File: src/rtl/flag_cross_arbiter_if.sv
// Handshake/bus bundle between N requesters, the arbiter and one flag channel.
// slave: arbiter side (flag_cross_arbiter); master: requesters + channel side.
//   req_i/data_i        requester pulses and their data words
//   pend_o/done_o       per-requester pending flags and completion pulses
//   grant_id_o/active_o current grant index and busy-scheduling indicator
//   chan_flag_o/chan_data_o/chan_busy_i  shared channel connection
//   timeout_o           abort pulse (only meaningful with FLAG_ARB_TIMEOUT_EN)
interface flag_cross_arbiter_if #(
    parameter int N      = 4,
    parameter int DATA_W = 8
);
    localparam int IW = $clog2(N);

    logic [N-1:0]        req_i;
    logic [N*DATA_W-1:0] data_i;
    logic [N-1:0]        pend_o;
    logic [N-1:0]        done_o;
    logic [IW-1:0]       grant_id_o;
    logic                active_o;
    logic                chan_flag_o;
    logic [DATA_W-1:0]   chan_data_o;
    logic                chan_busy_i;
    logic                timeout_o;

    modport slave (
        input  req_i, data_i, chan_busy_i,
        output pend_o, done_o, grant_id_o, active_o,
        output chan_flag_o, chan_data_o, timeout_o
    );

    modport master (
        output req_i, data_i, chan_busy_i,
        input  pend_o, done_o, grant_id_o, active_o,
        input  chan_flag_o, chan_data_o, timeout_o
    );
endinterface

File: src/rtl/flag_cross_arbiter.sv
// Round-robin scheduler sharing one acknowledged flag-crossing channel among
// N same-domain requesters. Ports: clk, rst (async, active-high), bus (slave
// modport of flag_cross_arbiter_if). Optional macro FLAG_ARB_TIMEOUT_EN adds a
// per-wait-state abort after TIMEOUT cycles; without it timeout_o is tied 0.
module flag_cross_arbiter #(
    parameter int N       = 4,
    parameter int DATA_W  = 8,
    parameter int TIMEOUT = 255
) (
    input  logic                 clk,
    input  logic                 rst,
    flag_cross_arbiter_if.slave  bus
);
    localparam int IW = $clog2(N);

    localparam logic [2:0] S_IDLE    = 3'd0;
    localparam logic [2:0] S_LAUNCH  = 3'd1;
    localparam logic [2:0] S_WAIT_HI = 3'd2;
    localparam logic [2:0] S_WAIT_LO = 3'd3;
    localparam logic [2:0] S_DONE    = 3'd4;

    if (N < 2 || N > 16 || TIMEOUT < 1) begin : g_param_chk
        $error("flag_cross_arbiter: parameter out of range");
    end

    logic [2:0]        state_q, state_d;
    logic [N-1:0]      pend_q, pend_d;
    logic [N-1:0]      done_q, done_d;
    logic [IW-1:0]     grant_q, grant_d;
    logic [IW-1:0]     ptr_q, ptr_d;
    logic              flag_q, flag_d;
    logic [DATA_W-1:0] data_q, data_d;

    logic [N-1:0]      clr;
    logic [N-1:0]      gsel;
    logic [IW-1:0]     win;
    logic [IW-1:0]     idx;
    logic              found;
    logic [DATA_W-1:0] win_data;

`ifdef FLAG_ARB_TIMEOUT_EN
    localparam int CW = $clog2(TIMEOUT + 1);
    logic [CW-1:0] cnt_q, cnt_d;
    logic          tmo_q, tmo_d;
    logic          tmo_hit;
    assign tmo_hit = (cnt_q == CW'(TIMEOUT - 1));
`endif

    // Round-robin: first pending bit after the last winner, wrapping.
    always_comb begin
        win   = '0;
        idx   = '0;
        found = 1'b0;
        for (int i = 1; i <= N; i++) begin
            idx = IW'((int'(ptr_q) + i) % N);
            if (!found && pend_q[idx]) begin
                found = 1'b1;
                win   = idx;
            end
        end
    end

    always_comb begin
        win_data = '0;
        for (int k = 0; k < N; k++) begin
            if (win == IW'(k)) begin
                win_data = bus.data_i[k*DATA_W +: DATA_W];
            end
        end
    end

    assign gsel = {{(N-1){1'b0}}, 1'b1} << grant_q;

    always_comb begin
        state_d = state_q;
        grant_d = grant_q;
        ptr_d   = ptr_q;
        data_d  = data_q;
        flag_d  = 1'b0;
        done_d  = '0;
        clr     = '0;
`ifdef FLAG_ARB_TIMEOUT_EN
        cnt_d   = cnt_q;
        tmo_d   = 1'b0;
`endif
        case (state_q)
            S_IDLE: begin
                // Busy while idle means the channel is still finishing a
                // toggle we no longer own; hold off until it settles.
                if (found && !bus.chan_busy_i) begin
                    grant_d = win;
                    ptr_d   = win;
                    data_d  = win_data;
                    flag_d  = 1'b1;
                    state_d = S_LAUNCH;
                end
            end
            S_LAUNCH: begin
                state_d = S_WAIT_HI;
`ifdef FLAG_ARB_TIMEOUT_EN
                cnt_d   = '0;
`endif
            end
            S_WAIT_HI: begin
                if (bus.chan_busy_i) begin
                    state_d = S_WAIT_LO;
`ifdef FLAG_ARB_TIMEOUT_EN
                    cnt_d   = '0;
                end else if (tmo_hit) begin
                    tmo_d   = 1'b1;
                    clr     = gsel;
                    state_d = S_IDLE;
                end else begin
                    cnt_d   = cnt_q + 1'b1;
`endif
                end
            end
            S_WAIT_LO: begin
                if (!bus.chan_busy_i) begin
                    done_d  = gsel;
                    state_d = S_DONE;
`ifdef FLAG_ARB_TIMEOUT_EN
                end else if (tmo_hit) begin
                    tmo_d   = 1'b1;
                    clr     = gsel;
                    state_d = S_IDLE;
                end else begin
                    cnt_d   = cnt_q + 1'b1;
`endif
                end
            end
            S_DONE: begin
                clr     = gsel;
                state_d = S_IDLE;
            end
            default: begin
                state_d = S_IDLE;
            end
        endcase
        // A new pulse in the clearing cycle re-queues the requester.
        pend_d = (pend_q & ~clr) | bus.req_i;
    end

    always_ff @(posedge clk or posedge rst) begin
        if (rst) begin
            state_q <= S_IDLE;
            pend_q  <= '0;
            done_q  <= '0;
            grant_q <= '0;
            ptr_q   <= IW'(N - 1);
            flag_q  <= 1'b0;
            data_q  <= '0;
`ifdef FLAG_ARB_TIMEOUT_EN
            cnt_q   <= '0;
            tmo_q   <= 1'b0;
`endif
        end else begin
            state_q <= state_d;
            pend_q  <= pend_d;
            done_q  <= done_d;
            grant_q <= grant_d;
            ptr_q   <= ptr_d;
            flag_q  <= flag_d;
            data_q  <= data_d;
`ifdef FLAG_ARB_TIMEOUT_EN
            cnt_q   <= cnt_d;
            tmo_q   <= tmo_d;
`endif
        end
    end

    assign bus.pend_o      = pend_q;
    assign bus.done_o      = done_q;
    assign bus.grant_id_o  = grant_q;
    assign bus.active_o    = (state_q != S_IDLE);
    assign bus.chan_flag_o = flag_q;
    assign bus.chan_data_o = data_q;
`ifdef FLAG_ARB_TIMEOUT_EN
    assign bus.timeout_o   = tmo_q;
`else
    assign bus.timeout_o   = 1'b0;
`endif
endmodule

File: src/flat_wrapper.sv
// flat-port wrapper written by rule: the top's interface ports become plain ports
module flag_cross_arbiter_flat 
#(
    parameter int N       = 4,
    parameter int DATA_W  = 8,
    parameter int TIMEOUT = 255
)
  (clk, rst, bus_req_i, bus_data_i, bus_chan_busy_i, bus_pend_o, bus_done_o, bus_grant_id_o, bus_active_o, bus_chan_flag_o, bus_chan_data_o, bus_timeout_o);
  flag_cross_arbiter_if #(.N(N), .DATA_W(DATA_W)) bus_i ();
  input  logic clk;
  input  logic rst;
  input wire logic [$bits(bus_i.req_i)-1:0] bus_req_i;
  input wire logic [$bits(bus_i.data_i)-1:0] bus_data_i;
  input wire logic [$bits(bus_i.chan_busy_i)-1:0] bus_chan_busy_i;
  output wire logic [$bits(bus_i.pend_o)-1:0] bus_pend_o;
  output wire logic [$bits(bus_i.done_o)-1:0] bus_done_o;
  output wire logic [$bits(bus_i.grant_id_o)-1:0] bus_grant_id_o;
  output wire logic [$bits(bus_i.active_o)-1:0] bus_active_o;
  output wire logic [$bits(bus_i.chan_flag_o)-1:0] bus_chan_flag_o;
  output wire logic [$bits(bus_i.chan_data_o)-1:0] bus_chan_data_o;
  output wire logic [$bits(bus_i.timeout_o)-1:0] bus_timeout_o;
  assign bus_i.req_i = bus_req_i;
  assign bus_i.data_i = bus_data_i;
  assign bus_i.chan_busy_i = bus_chan_busy_i;
  assign bus_pend_o = bus_i.pend_o;
  assign bus_done_o = bus_i.done_o;
  assign bus_grant_id_o = bus_i.grant_id_o;
  assign bus_active_o = bus_i.active_o;
  assign bus_chan_flag_o = bus_i.chan_flag_o;
  assign bus_chan_data_o = bus_i.chan_data_o;
  assign bus_timeout_o = bus_i.timeout_o;
  flag_cross_arbiter #(.N(N), .DATA_W(DATA_W), .TIMEOUT(TIMEOUT)) u_core (.clk(clk), .rst(rst), .bus(bus_i));
endmodule
File: config.mk
export PLATFORM = sky130hd
export DESIGN_NAME = flag_cross_arbiter_flat
export DESIGN_NICKNAME = d
export VERILOG_FILES = /design/src/rtl/flag_cross_arbiter_if.sv /design/src/rtl/flag_cross_arbiter.sv /design/src/flat_wrapper.sv
export SDC_FILE = /design/constraint.sdc
export NUM_CORES = 1
export LEC_CHECK = 0
export ABC_AREA = 1
export BUFFER_PORTS_ARGS = -buffer_cell sky130_fd_sc_hd__clkbuf_2
export CORE_MARGIN = 10
export CORE_UTILIZATION = 52
export CTS_BUF_LIST = sky130_fd_sc_hd__clkbuf_4 sky130_fd_sc_hd__clkbuf_8 sky130_fd_sc_hd__clkbuf_16
export DETAILED_ROUTE_END_ITERATION = 8
export PLACE_DENSITY = 0.9
export SLEW_MARGIN = 0
export SYNTH_ARGS = -nofsm -noshare
export SYNTH_HDL_FRONTEND = slang
export SYNTH_SLANG_ARGS = --single-unit
File: constraint.sdc
create_clock -name clk -period 3.87 [get_ports clk]
set_clock_uncertainty 0.1 [all_clocks]
set_input_delay 0.774 -clock clk [delete_from_list [all_inputs] [get_ports clk]]
set_output_delay 0.774 -clock clk [all_outputs]
set_load 0.05 [all_outputs]
Word-level counts from Yosys, hierarchy flattened
Cells that the tools add are included.
- register bits: 24
- input port bits: 39
- output and inout port bits: 21
- reduce and logical (&&, ||, !) cells: 13
- $add $sub $neg: 4
- $lt $le $gt $ge: 4
- equality and inequality tests: 10
- mux-type cells: 29
- shift-type cells: 1
- bitwise operators: 3
- operator list (kind ; number):
    two-way mux 8 bit ; 4
    less-than comparator 2 x 3 -> 1 bit, second input constant ; 4
    two-way mux 4 bit ; 3
    one-hot mux 3 bit (4 select lines) ; 1
    two-way mux 1 bit ; 10
    two-way mux 3 bit ; 3
    binary-select mux 1 bit (select 2 bit) ; 4
    two-way mux 2 bit ; 4
    == test 3 x 2 -> 1 bit, second input constant ; 2
    adder 2 x 1 -> 2 bit, second input constant ; 2
    adder 2 bit, second input constant ; 2
    AND 4 bit ; 1
    == test 2 bit, second input constant ; 2
    logical AND 1 bit ; 4
    zero test 1 bit ; 4
    inequality test 2 bit, second input constant ; 2
    inverter 4 bit ; 1
    OR 4 bit ; 1
    left shift 1 x 2 -> 4 bit, first input constant ; 1
    == test 3 x 1 -> 1 bit, second input constant ; 1
    == test 3 bit, second input constant ; 1
    zero test 3 bit ; 1
    AND reduction 3 bit ; 1
    nonzero test 3 bit ; 1
    4 further kinds ; 4

Longest topological paths before layout
- depth in word-level cells: 18
- mapped depth: 17
- mapped depth without buffers: 15

Least setup slack after synthesis
OpenSTA, ideal clock, no wires.
- path kind: reg-to-reg
- from: register u_core.pend_q[0] (netlist: u_core.bus.pend_o[0])
- to: register u_core.data_q[2] (netlist: u_core.bus.chan_data_o[2])
- clock period less this slack: 1.972 ns
- arrival: 1.756 ns
- slack: 1.898 ns
- cell stages (with the launch flop): 13
- path through: dfrtp_1 > nand2_1 > nand2_2 > nand2_1 > nand2_1 > inv_1 > nand2_1 > o21ai_2 > nor2_2 > buf_4 > nand2_1 > nor2_1 > nor2_1
- longest elaborated chain between the ends: 17
- ends and longest elaborated chain (element ; line ; source):
    start: declaration ; flag_cross_arbiter.sv:27 ; logic [N-1:0] pend_q, pend_d;
    start signal: assignment ; flag_cross_arbiter.sv:159 ; pend_q <= pend_d;
    binary-select mux 1 bit (select 2 bit) ; flag_cross_arbiter.sv:56 ; if (!found && pend_q[idx]) begin
    two-way mux 1 bit (implied by the code) ; flag_cross_arbiter.sv:56 ;
    two-way mux 1 bit ; flag_cross_arbiter.sv:56 ;
    zero test 1 bit ; flag_cross_arbiter.sv:56 ;
    logical AND 1 bit ; flag_cross_arbiter.sv:56 ;
    two-way mux 1 bit ; flag_cross_arbiter.sv:56 ;
    zero test 1 bit ; flag_cross_arbiter.sv:56 ;
    logical AND 1 bit ; flag_cross_arbiter.sv:56 ;
    two-way mux 1 bit ; flag_cross_arbiter.sv:56 ;
    zero test 1 bit ; flag_cross_arbiter.sv:56 ;
    logical AND 1 bit ; flag_cross_arbiter.sv:56 ;
    two-way mux 2 bit ; flag_cross_arbiter.sv:56 ;
    zero test 2 bit ; flag_cross_arbiter.sv:66 ; if (win == IW'(k)) begin
    two-way mux 8 bit (4 in series) ; flag_cross_arbiter.sv:66 ;
    end signal: assignment ; flag_cross_arbiter.sv:164 ; data_q <= data_d;
    end: declaration ; flag_cross_arbiter.sv:32 ; logic [DATA_W-1:0] data_q, data_d;
Parallel ways exist; a longest one is shown, timed or not. The select of a mux whose other input is x is not followed.
A chain may end at the register's enable or synchronous reset.

Worst setup path in the final report
- from: register u_core.ptr_q[0]
- to: register u_core.data_q[3] (netlist: u_core.bus.chan_data_o[3])
- longest elaborated chain between the ends: 18
- ends and longest elaborated chain (element ; line ; source):
    start: declaration ; flag_cross_arbiter.sv:30 ; logic [IW-1:0] ptr_q, ptr_d;
    start signal: assignment ; flag_cross_arbiter.sv:150 ; ptr_q <= IW'(N - 1);
    start signal: assignment ; flag_cross_arbiter.sv:162 ; ptr_q <= ptr_d;
    adder 2 x 1 -> 2 bit ; flag_cross_arbiter.sv:55 ; idx = IW'((int'(ptr_q) + i) % N);
    binary-select mux 1 bit (select 2 bit) ; flag_cross_arbiter.sv:56 ;
    two-way mux 1 bit (implied by the code) ; flag_cross_arbiter.sv:56 ;
    two-way mux 1 bit ; flag_cross_arbiter.sv:56 ;
    zero test 1 bit ; flag_cross_arbiter.sv:56 ;
    logical AND 1 bit ; flag_cross_arbiter.sv:56 ;
    two-way mux 1 bit ; flag_cross_arbiter.sv:56 ;
    zero test 1 bit ; flag_cross_arbiter.sv:56 ;
    logical AND 1 bit ; flag_cross_arbiter.sv:56 ;
    two-way mux 1 bit ; flag_cross_arbiter.sv:56 ;
    zero test 1 bit ; flag_cross_arbiter.sv:56 ;
    logical AND 1 bit ; flag_cross_arbiter.sv:56 ;
    two-way mux 2 bit ; flag_cross_arbiter.sv:56 ;
    zero test 2 bit ; flag_cross_arbiter.sv:66 ;
    two-way mux 8 bit (4 in series) ; flag_cross_arbiter.sv:66 ;
Parallel ways exist; a longest one is shown, timed or not. The select of a mux whose other input is x is not followed.

==> flow_summary.rst <==
.. list-table::
   :header-rows: 1

   * - Metric
     - Value
   * - Count of synthesis-stage warnings from yosys
     - 0
   * - RSZ-0062 raised after global routing
     - no
   * - Sequential cell area fraction in the yosys report
     - about two fifths
   * - Routed wire length
     - 4.225 mm
   * - Crit path to
     - u_core.bus.chan_data_o[3]
   * - Cell types occupying the most area after synthesis
     - dfrtp_1 36%, nand2_1 17%, nand3_1 6.5%, inv_1 6.1%, nand2_2 4.9%
   * - Power Dens Cells
     - about 1000 nW/um2
   * - Post-route non-filler standard cell count
     - ~300
   * - Total clock buffers created by CTS
     - 3
   * - Critical Path, Cell by Cell
     - inv_6 > nand2_2 > nand2_2 > nand2_1 > nand2_2 > nor2_4 > nand3b_1 > nand2_2 > nand2_2 > o21ai_0 > inv_1 > nand2_1 > nand2_1
   * - Growth of design area from synthesis to finish
     - 21.47%
   * - Nets
     - ~310
   * - Initial standard-cell utilization of the core
     - a little under three fifths
   * - Number of port buffers
     - 58
   * - Clock sink count
     - 24
   * - Crit path capture type
     - register
   * - Post-Synth Simple-Gate Area
     - 40.84%
   * - Final cycle utilization of the critical path
     - between 60% and 70%
   * - Count of mapped cells out of synthesis
     - 217
   * - Drt first pass iters
     - 4
   * - Max-slew headroom
     - 42.49%
   * - Share of cells above drive strength 1
     - 34.07%
   * - Avg Vias per Cell
     - around 5.2
   * - HPWL after detailed placement
     - between 3 and 4 mm
   * - Synth cell types
     - 31
   * - CTS Hold Bufs
     - 0
   * - Per-instance average area after synthesis
     - 7.115 um2
   * - Area share of the largest cell type after synthesis
     - between 30% and 40%
   * - Diodes inserted
     - 0
   * - Final Hold Viols
     - 0
   * - Overall power
     - around 2000 uW
   * - Worst R2R Path Depth
     - 13
   * - Mean routed wirelength per cell
     - roughly 14 um
   * - Vertical extent of the die
     - between 70 and 80 um
   * - Combinational family with the most area after synthesis
     - simple AND/OR/NAND/NOR gates
   * - Row count
     - 19
   * - Via count of the first global-routing pass
     - 1584
   * - CTS root buffer
     - clkbuf_4
   * - Final-layout fill cell count
     - about 240
   * - Largest net degree at the start of global routing
     - 25
   * - Maximum VDD drop
     - between 0.6 and 0.7 mV
   * - Cell area after synthesis
     - 1544 um2
   * - Maximum fanout count along the critical path
     - 13
   * - Remaining global-route overflow
     - 0
   * - Async set-reset flop share out of synthesis
     - 100.0%
   * - Reg clk slew, reported paths
     - between 0.1 and 0.15 ns
   * - Post-synth top flop
     - dfrtp_1
   * - Full die area
     - ~5500 um2
   * - Number of placed I/O pins
     - 60
   * - Most frequently used cell type in the post-synthesis netlist
     - nand2_1
   * - Arrival time of data at the critical path endpoint
     - 2.48 ns
   * - Number of nets still failing antenna checks after routing
     - 0
   * - WP data required
     - ~4 ns
   * - Post-synthesis cell type with the largest combined area
     - dfrtp_1
   * - Startpoint of the worst-slack reg-to-reg timing path
     - u_core.ptr_q[0]
   * - Worst path most repeated cell
     - nand2_2
   * - Initial detailed-routing violation count
     - 86
   * - Post-Synth Adder-Cell Area
     - 0%
   * - Final count of pins violating max slew
     - 0
   * - CTS tree
     - yes
   * - Worst setup startpoint
     - u_core.ptr_q[0]
   * - Most instantiated cells after synthesis
     - 69 x nand2_1, 25 x inv_1, 22 x dfrtp_1
   * - Cell count after placement
     - 300
   * - Standard cell core area
     - between 2000 and 3000 um2
   * - Overall routing resource usage
     - 15.76%
   * - Post-detailed-route DRC marker count
     - 0
   * - Worst setup SP type
     - register
   * - Worst path slowest cell
     - dfstp_2
   * - Source-to-sink clock delay at the later pin of the worst-skew pair
     - ~0.31 ns
   * - Post-synthesis mux area share
     - 0%
   * - Number of failing setup endpoints in the final timing report
     - 0
   * - Status
     - completed
   * - Initial antenna violation count
     - 0
   * - Critical Path Max Stage Delay
     - around 0.66 ns
   * - Share of the synthesized area in compound gates (AO/OA/AOI/OAI)
     - between 9 and 10%
   * - Die width
     - around 74 um
   * - Worst hold path type
     - register to register
   * - Max Fclk
     - 0.4236 GHz
   * - Final critical delay including setup and external delays
     - 2.361 ns
   * - Vias
     - 1568
   * - Setup Total Neg Slack
     - 0 ns
   * - Setup fix buffers added after clock tree synthesis
     - 0
   * - Slew of the pin with the lowest slew margin
     - between 0.8 and 0.9 ns
   * - Syn_nets
     - about 260
   * - Worst Path Class, Setup
     - register to register
   * - Max Root-Sink Buffers
     - 2
   * - Yosys reg bits
     - 24
   * - Flop2flop setup slack
     - about 1.5 ns
   * - Final GP Congestion
     - just under 0.9
   * - Leakage power
     - 0.001097 uW
   * - Placed instance area
     - about 1800 um2
   * - Wire length of the first global-routing pass
     - roughly 7.1 mm
   * - Capturing point of the worst reg2reg path
     - u_core.bus.chan_data_o[3]
   * - Share of the synthesized netlist area taken by xor and xnor gates
     - 0%
   * - Number of flops mapped to enable cells by yosys
     - 0
   * - Post-CTS resize count
     - 0
   * - Max-cap violations
     - 0
   * - Depth of the CTS H-tree
     - 1
   * - Non-Filler Cell Area, Final
     - about 1900 um2
flip-flops by register name, summed over array words and instances (netlist names):
| name | flops |
|---|---|
| u_core.ptr_q | 2 |
| u_core.bus.grant_id_o | 2 |
| u_core.state_q | 3 |
| u_core.bus.chan_data_o | 8 |
| u_core.bus.chan_flag_o | 1 |
| u_core.bus.done_o | 4 |
| u_core.bus.pend_o | 4 |
layout make-up:
| type | instances | area (um2) | share of cell area (%) |
|---|---|---|---|
| clock inverter | 1 | 30.03 | 1.601 |
| multi-input combinational | 158 | 774.5 | 41.29 |
| tap | 31 | 38.79 | 2.068 |
| sequential | 24 | 603.1 | 32.15 |
| timing repair buffer | 58 | 290.3 | 15.48 |
| clock buffer | 3 | 22.52 | 1.201 |
| inverter | 29 | 116.4 | 6.204 |
worst min path at each step:
| stage | start | end | slack (ns) | cells after the start |
|---|---|---|---|---|
| finish | u_core.bus.chan_data_o[0] | u_core.bus.chan_data_o[0] | 0.40 | 2 |
| global route | u_core.bus.chan_data_o[0] | u_core.bus.chan_data_o[0] | 0.45 | 2 |
| CTS | u_core.bus.chan_data_o[0] | u_core.bus.chan_data_o[0] | 0.40 | 2 |
| detailed placement | u_core.bus.chan_data_o[0] | u_core.bus.chan_data_o[0] | 0.37 | 2 |
| global placement | u_core.bus.chan_data_o[1] | u_core.bus.chan_data_o[1] | 0.36 | 2 |
| floorplan | u_core.state_q[2] | u_core.state_q[2] | 0.44 | 3 |
kinds of logic (layout without fill, tap and decap cells):
group                  Yosys count  in the layout
AO/OA/AOI/OAI                   24             24
other                            1              1
flip-flops                      24             24
AND/OR/NAND/NOR                133            133
buffers and inverters           35             91
power by group:
| part | switching (uW) | leakage [uW] | internal (uW) |
|---|---|---|---|
| logic | 980 | 0.000783 | 383 |
| registers | 67.8 | 0.000287 | 341 |
| clock network | 77.5 | 0.0000279 | 105 |
| total | 1130 | 0.00110 | 829 |
worst max-delay path: cells and delay by family, from the launching register on:
family                 cells  cell delay [ns]
and+or+nand+nor           10             1.08
buffers and inverters      2             0.15
AOI/OAI and AO/OA          1             0.25
DFF                        1             0.66
per-stage QoR:
| step | utilization [%] | hold WS (ns) | setup WS (ns) |
|---|---|---|---|
| final | 66.86 | 0.4014 | 1.509 |
| after global routing | 66.86 | 0.4487 | 1.249 |
| after CTS | 66.86 | 0.4033 | 1.506 |
| after detailed placement | 64.99 | 0.3704 | 1.549 |
| after global placement | 64.99 | 0.3632 | 1.641 |
| after floorplan | - | 0.4445 | 1.898 |
cell usage in the layout, fill, tap and decap left out, drive strengths merged, types with 2 or more instances in the layout:
cell type and instances:
clkbuf 61, dfrtp 22, dfstp 2, inv 28, nand2 85, nand3 21, nand4 5, nor2 18
o21ai 19, o21bai 2
layer usage:
metal,GRT usage (%),share of wire (%)
met1,18.48,41
met5,0,0
met3,4.654,6.4
met2,27.09,51
met4,4.832,1.8
Note: power is estimated with default switching activity, not from simulation.
